===== src/rtl/i2s_rx_deser_if.sv =====
// I2S receiver bus: codec pins into the deserializer and the parallel sample pair out.
interface i2s_rx_deser_if #(
  parameter int DATA_W = 16
);
  logic              BCLK;
  logic              LRCLK;
  logic              SDout;
  logic              aud_vld;
  logic [DATA_W-1:0] lft_aud;
  logic [DATA_W-1:0] rht_aud;
  logic              frm_err;

  modport master (
    output BCLK, LRCLK, SDout,
    input  aud_vld, lft_aud, rht_aud, frm_err
  );

  modport slave (
    input  BCLK, LRCLK, SDout,
    output aud_vld, lft_aud, rht_aud, frm_err
  );
endinterface


===== src/rtl/i2s_rx_deser.sv =====
// I2S deserializer: synchronizes the codec pins to clk and emits signed left/right
// sample pairs with a one-cycle aud_vld strobe; short slots raise frm_err.
module i2s_rx_deser #(
  parameter int DATA_W      = 16,
  parameter int SYNC_STAGES = 2
) (
  input  logic          clk,
  input  logic          rst_n,
  i2s_rx_deser_if.slave bus
);
  localparam int CNT_W = $clog2(DATA_W + 1);

  typedef enum logic [1:0] {WAIT_SYNC, SKIP, SHIFT, DONE} state_t;

  logic [SYNC_STAGES-1:0] bclk_sync_reg, lrclk_sync_reg, sdout_sync_reg;
  logic                   bclk_prev_reg, lr_prev_reg;
  logic                   rise_reg, sd_reg, lr_rise_reg, lr_fall_reg;
  logic                   bclk_s, lr_s, sd_s, bclk_rise;

  state_t                 state_reg;
  logic                   chan_reg;
  logic [CNT_W-1:0]       bit_cnt_reg;
  logic [DATA_W-2:0]      shift_reg;
  logic [DATA_W-1:0]      lft_hold_reg, rht_hold_reg;
  logic                   lft_ok_reg, pair_rdy_reg;
  logic                   aud_vld_reg, frm_err_reg;
  logic [DATA_W-1:0]      lft_aud_reg, rht_aud_reg;

  logic [CNT_W-1:0]       cnt_next;
  logic [DATA_W-1:0]      word_next;
  logic                   lr_edge;

  assign bclk_s    = bclk_sync_reg[SYNC_STAGES-1];
  assign lr_s      = lrclk_sync_reg[SYNC_STAGES-1];
  assign sd_s      = sdout_sync_reg[SYNC_STAGES-1];
  assign bclk_rise = bclk_s & ~bclk_prev_reg;

  assign cnt_next  = bit_cnt_reg + 1'b1;
  assign word_next = {shift_reg, sd_reg};
  assign lr_edge   = lr_rise_reg | lr_fall_reg;

  // Pin synchronizers plus one register of BCLK-rise events feeding the FSM.
  always_ff @(posedge clk or negedge rst_n) begin
    if (!rst_n) begin
      bclk_sync_reg  <= '0;
      lrclk_sync_reg <= '0;
      sdout_sync_reg <= '0;
      bclk_prev_reg  <= 1'b0;
      lr_prev_reg    <= 1'b0;
      rise_reg       <= 1'b0;
      sd_reg         <= 1'b0;
      lr_rise_reg    <= 1'b0;
      lr_fall_reg    <= 1'b0;
    end else begin
      bclk_sync_reg  <= {bclk_sync_reg[SYNC_STAGES-2:0], bus.BCLK};
      lrclk_sync_reg <= {lrclk_sync_reg[SYNC_STAGES-2:0], bus.LRCLK};
      sdout_sync_reg <= {sdout_sync_reg[SYNC_STAGES-2:0], bus.SDout};
      bclk_prev_reg  <= bclk_s;
      if (bclk_rise) begin
        lr_prev_reg <= lr_s;
      end
      rise_reg    <= bclk_rise;
      sd_reg      <= sd_s;
      lr_rise_reg <= bclk_rise & lr_s & ~lr_prev_reg;
      lr_fall_reg <= bclk_rise & ~lr_s & lr_prev_reg;
    end
  end

  always_ff @(posedge clk or negedge rst_n) begin
    if (!rst_n) begin
      state_reg    <= WAIT_SYNC;
      chan_reg     <= 1'b0;
      bit_cnt_reg  <= '0;
      shift_reg    <= '0;
      lft_hold_reg <= '0;
      rht_hold_reg <= '0;
      lft_ok_reg   <= 1'b0;
      pair_rdy_reg <= 1'b0;
      aud_vld_reg  <= 1'b0;
      frm_err_reg  <= 1'b0;
      lft_aud_reg  <= '0;
      rht_aud_reg  <= '0;
    end else begin
      aud_vld_reg  <= 1'b0;
      frm_err_reg  <= 1'b0;
      pair_rdy_reg <= 1'b0;
      if (pair_rdy_reg) begin
        lft_aud_reg <= lft_hold_reg;
        rht_aud_reg <= rht_hold_reg;
        aud_vld_reg <= 1'b1;
      end
      case (state_reg)
        WAIT_SYNC: begin
          if (rise_reg && lr_fall_reg) begin
            state_reg <= SKIP;
            chan_reg  <= 1'b0;
          end
        end
        SKIP: begin
          state_reg   <= SHIFT;
          bit_cnt_reg <= '0;
        end
        SHIFT: begin
          if (rise_reg) begin
            // With DATA_W-wide slots the LSB arrives on the same rise as the LR edge.
            shift_reg   <= word_next[DATA_W-2:0];
            bit_cnt_reg <= cnt_next;
            if (cnt_next == CNT_W'(DATA_W)) begin
              if (chan_reg) begin
                rht_hold_reg <= word_next;
                pair_rdy_reg <= lft_ok_reg;
                lft_ok_reg   <= 1'b0;
              end else begin
                lft_hold_reg <= word_next;
                lft_ok_reg   <= 1'b1;
              end
              state_reg <= DONE;
            end else if (lr_edge) begin
              frm_err_reg <= 1'b1;
              lft_ok_reg  <= 1'b0;
            end
            if (lr_edge) begin
              state_reg <= SKIP;
              chan_reg  <= lr_rise_reg;
            end
          end
        end
        DONE: begin
          if (rise_reg && lr_edge) begin
            state_reg <= SKIP;
            chan_reg  <= lr_rise_reg;
          end
        end
        default: state_reg <= WAIT_SYNC;
      endcase
    end
  end

  assign bus.aud_vld = aud_vld_reg;
  assign bus.frm_err = frm_err_reg;
  assign bus.lft_aud = lft_aud_reg;
  assign bus.rht_aud = rht_aud_reg;
endmodule

===== src/flat_wrapper.sv =====
// flat-port wrapper written by rule: the top's interface ports become plain ports
module i2s_rx_deser_flat 
#(
  parameter int DATA_W      = 16,
  parameter int SYNC_STAGES = 2
)
  (clk, rst_n, bus_BCLK, bus_LRCLK, bus_SDout, bus_aud_vld, bus_lft_aud, bus_rht_aud, bus_frm_err);
  i2s_rx_deser_if #(.DATA_W(DATA_W)) bus_i ();
  input  logic clk;
  input  logic rst_n;
  input wire logic [$bits(bus_i.BCLK)-1:0] bus_BCLK;
  input wire logic [$bits(bus_i.LRCLK)-1:0] bus_LRCLK;
  input wire logic [$bits(bus_i.SDout)-1:0] bus_SDout;
  output wire logic [$bits(bus_i.aud_vld)-1:0] bus_aud_vld;
  output wire logic [$bits(bus_i.lft_aud)-1:0] bus_lft_aud;
  output wire logic [$bits(bus_i.rht_aud)-1:0] bus_rht_aud;
  output wire logic [$bits(bus_i.frm_err)-1:0] bus_frm_err;
  assign bus_i.BCLK = bus_BCLK;
  assign bus_i.LRCLK = bus_LRCLK;
  assign bus_i.SDout = bus_SDout;
  assign bus_aud_vld = bus_i.aud_vld;
  assign bus_lft_aud = bus_i.lft_aud;
  assign bus_rht_aud = bus_i.rht_aud;
  assign bus_frm_err = bus_i.frm_err;
  i2s_rx_deser #(.DATA_W(DATA_W), .SYNC_STAGES(SYNC_STAGES)) u_core (.clk(clk), .rst_n(rst_n), .bus(bus_i));
endmodule

===== config.mk =====
export PLATFORM = sky130hd
export DESIGN_NAME = i2s_rx_deser_flat
export DESIGN_NICKNAME = d
export VERILOG_FILES = /design/src/rtl/i2s_rx_deser_if.sv /design/src/rtl/i2s_rx_deser.sv /design/src/flat_wrapper.sv
export SDC_FILE = /design/constraint.sdc
export NUM_CORES = 1
export LEC_CHECK = 0
export CAP_MARGIN = 20
export CORE_MARGIN = 2
export CORE_UTILIZATION = 56
export CTS_BUF_LIST = sky130_fd_sc_hd__clkbuf_16
export CTS_CLUSTER_DIAMETER = 60
export CTS_CLUSTER_SIZE = 40
export DETAILED_ROUTE_END_ITERATION = 8
export PLACE_DENSITY_LB_ADDON = 0.08
export SLEW_MARGIN = 20
export SYNTH_ARGS = -nofsm -noshare
export SYNTH_HDL_FRONTEND = slang
export SYNTH_SLANG_ARGS = --single-unit

===== constraint.sdc =====
create_clock -name clk -period 2.56 [get_ports clk]
set_clock_uncertainty 0.05 [all_clocks]
set_input_delay 0.512 -clock clk [delete_from_list [all_inputs] [get_ports clk]]
set_output_delay 0.512 -clock clk [all_outputs]
set_load 0.1 [all_outputs]

==> metrics.md <==
| Metric | Value |
|---|---|
| Main flop type after synthesis | `dfrtp_1` |
| Worst slew pin tran | `0.706 ns` |
| Die Span Y | `88.8 um` |
| Post-Route WL | `6.06 mm` |
| Cell area power density | `710 nW/um^2` |
| Final Setup Violations | `0` |
| Die ar. | `7890 um^2` |
| RSZ-0062 raised after global routing | `false` |
| Resize count post-CTS | `0` |
| Htree depth | `3` |
| Area contributors post-synth | `dfrtp_1 64%, mux2_2 20%, mux2_4 3.7%` |
| DR top layer | `met4` |
| Mean Syn Cell Area | `15.7 um^2` |
| Highest clock rate | `462 MHz` |
| Horiz. Die Dim | `88.8 um` |
| CTS root buffer | `clkbuf_16` |
| Status | `finished clean` |
| Post-synth EDFFs | `0` |
| Period minus WS final | `2.16 ns` |
| Switching power of the nets | `0.000820 W` |
| Cells after synthesis | `257` |
| Final setup TNS | `0 ns` |
| N_diodes | `0` |
| Crit-path slowest cell | `a221oi_1` |
| Total iterations of the first detailed-routing run | `4` |
| Largest net degree at the start of global routing | `48` |
| Cell-internal power | `0.00257 W` |
| Top cells by count, synth | `103 x dfrtp_1, 71 x mux2_2, 10 x mux2_4, 8 x nand2_1, 7 x o21ai_0` |
| Starting Density | `58.6%` |
| Longest Clk Path Bufs | `2` |
| Comb pwr share | `8.3%` |
| First-pass GRT wire length | `10.5 mm` |
| Non-Filler Instances | `404` |
| Top cell type's share of synthesized area | `64.0%` |
| CP top delay family | `compound AO/OA/AOI/OAI gates` |
| Post-synth cell types | `34` |
| DR WL met2 | `2.82 mm` |
| Critical R2R Capture | `u_core.state_reg[1]` |
| DRT antenna net count | `0` |
| Clock power frac | `41.0%` |
| Max IR drop VDD | `0.000494 V` |
| Routed WL per cell | `15.0 um` |
| Placed cell count | `388` |
| Core box area | `6870 um^2` |
| Power, Total | `0.00339 W` |
| # rows | `30` |
| Skew-Pair Late Insertion Delay | `0.33 ns` |
| Number of hold buffers added after CTS | `0` |
| Post-CTS Setup Repair Bufs | `0` |
| Area grow syn2layout | `18.6%` |
| Max-cap viol count | `0` |
| Post-synthesis cell area | `4030 um^2` |
| CTS Buf Count | `9` |
| Max-slew headroom | `52.9%` |
| DR DRC count | `0` |
| HPWL Detailed | `4.08 mm` |
| Crit path launch type | `flop` |
| Gp weighted congestion | `0.763` |
| Final core occ | `69.6%` |
| Initial antenna violation count | `0` |
| Crit path DAT | `2.33 ns` |
| Fillers | `482` |
| Worst reg2reg path depth | `6` |
| Lkg Pwr | `2.44 nW` |
| Slew Limit Fails | `0` |
| Nets | `314` |
| Sum of buffers and inverters on the critical path | `1` |
| Flop pwr share | `50.7%` |
| CP endpoint kind | `flop` |
| Most common cell in the netlist | `dfrtp_1` |
| #FFs+latches synth | `103` |
| Placement Cell Area | `4460 um^2` |
| Post-Syn Nets | `268` |
| Final instance area | `4780 um^2` |
| Via Count | `2103` |
| Async set-reset flop share out of synthesis | `100%` |
| CP max stage delay | `0.58 ns` |
| Initial drt markers | `80` |
| Final hold violations | `0` |
| Via density | `5.21` |
| Fraction of final layout cells sized beyond drive strength 1 | `47.1%` |
| Gr usage total | `17.5%` |
| Wl on met1 | `2.96 mm` |
| Syn. warnings | `0` |
| Gr ovfl total | `0` |
| Met3 routed WL | `193 um` |
| Number of global-route vias before repair | `2156` |
| I/O Pins | `39` |
| Fin crit share | `84.5%` |
| Num Clock Sinks | `103` |
| CP max FO | `8` |
| CP Class | `reg2reg` |
| CTS tree | `built` |
| Reg2reg start | `u_core.state_reg[0]` |
| Hold Path Class | `in2async` |
| Area leader, netlist | `dfrtp_1` |
| CTS clk-pin slew, worst paths | `0.07 ns` |
| Number of I/O port buffers | `38` |
| Reg2Reg Setup Slack | `0.40 ns` |
| Switching Share | `24.2%` |
| Crit-path cells | `inv_1, ha_1, nor3_1, a221oi_1, nor2b_1, a221o_1` |
| CP Data Required Time | `2.73 ns` |
| Sequential share of the synthesized area | `64.0%` |
layout make-up:
type	instances	area (um^2)	share of cell area, %
Sequential cell	103	2580	53.9
Tap cell	96	120	2.51
Multi-Input combinational cell	140	1380	28.9
Clock buffer	9	225	4.71
Clock inverter	7	91.3	1.91
Timing Repair Buffer	45	370	7.75
Inverter	4	15.0	0.314
kinds of logic after synthesis:
group                      synth area share [%]
and+or+nand+nor                            4.63
adders and majority gates                  1.86
xor gates and xnor gates                  0.435
muxes                                      24.1
DFF                                        64.0
buffers and inverters                      1.77
AOI/OAI and AO/OA                          3.23
layout by cell type, fill, tap and decap left out, drive strengths merged, types with 2 or more instances in the layout:
master	synthesis	final
a211o	2	2
a211oi	2	2
a21oi	2	2
buf	7	42
clkbuf	3	9
clkdlybuf4s50	0	3
clkinv	0	3
dfrtp	103	103
ha	6	6
inv	4	6
mux2	81	81
mux2i	2	2
nand2	9	9
nand2b	5	5
nand3	4	4
nor2	2	2
nor2b	2	2
nor3	2	2
nor3b	2	2
o21ai	7	7
o31ai	2	2
xor2	2	2
layer usage:
metal	up-vias	track usage (%)
li1	1016	-
met1	1045	24.9
met2	36	26.9
met3	6	3.45
met4	0	6.61
met5	-	0
how the worst max path moves through the flow:
stage | slack (ns) | endpoint | cells after the start | from
after floorplan | 0.58 | u_core.lft_hold_reg[10] | 5 | u_core.bit_cnt_reg[3]
final | 0.40 | u_core.state_reg[1] | 6 | u_core.state_reg[0]
after global routing | 0.19 | u_core.state_reg[1] | 6 | u_core.state_reg[0]
after global placement | 0.49 | u_core.state_reg[1] | 6 | u_core.state_reg[0]
after detailed placement | 0.42 | u_core.state_reg[1] | 6 | u_core.state_reg[0]
after CTS | 0.42 | u_core.state_reg[1] | 6 | u_core.state_reg[0]
power by group through the flow:
stage               sequential, W  clock (W)  combinational [W]
finish                    0.00172    0.00139           0.000282
global route              0.00173    0.00150           0.000327
CTS                       0.00172    0.00143           0.000284
detailed placement        0.00175          0           0.000283
global placement          0.00175          0           0.000276
floorplan                 0.00174          0           0.000198
through the flow:
stage               hold WS (ns)  worst slack, ns
finish                     0.147            0.396
global route               0.198            0.188
CTS                        0.172            0.416
detailed placement         0.285            0.424
global placement           0.282            0.492
floorplan                  0.166            0.585
No activity file was read; power rests on OpenSTA's default activity.
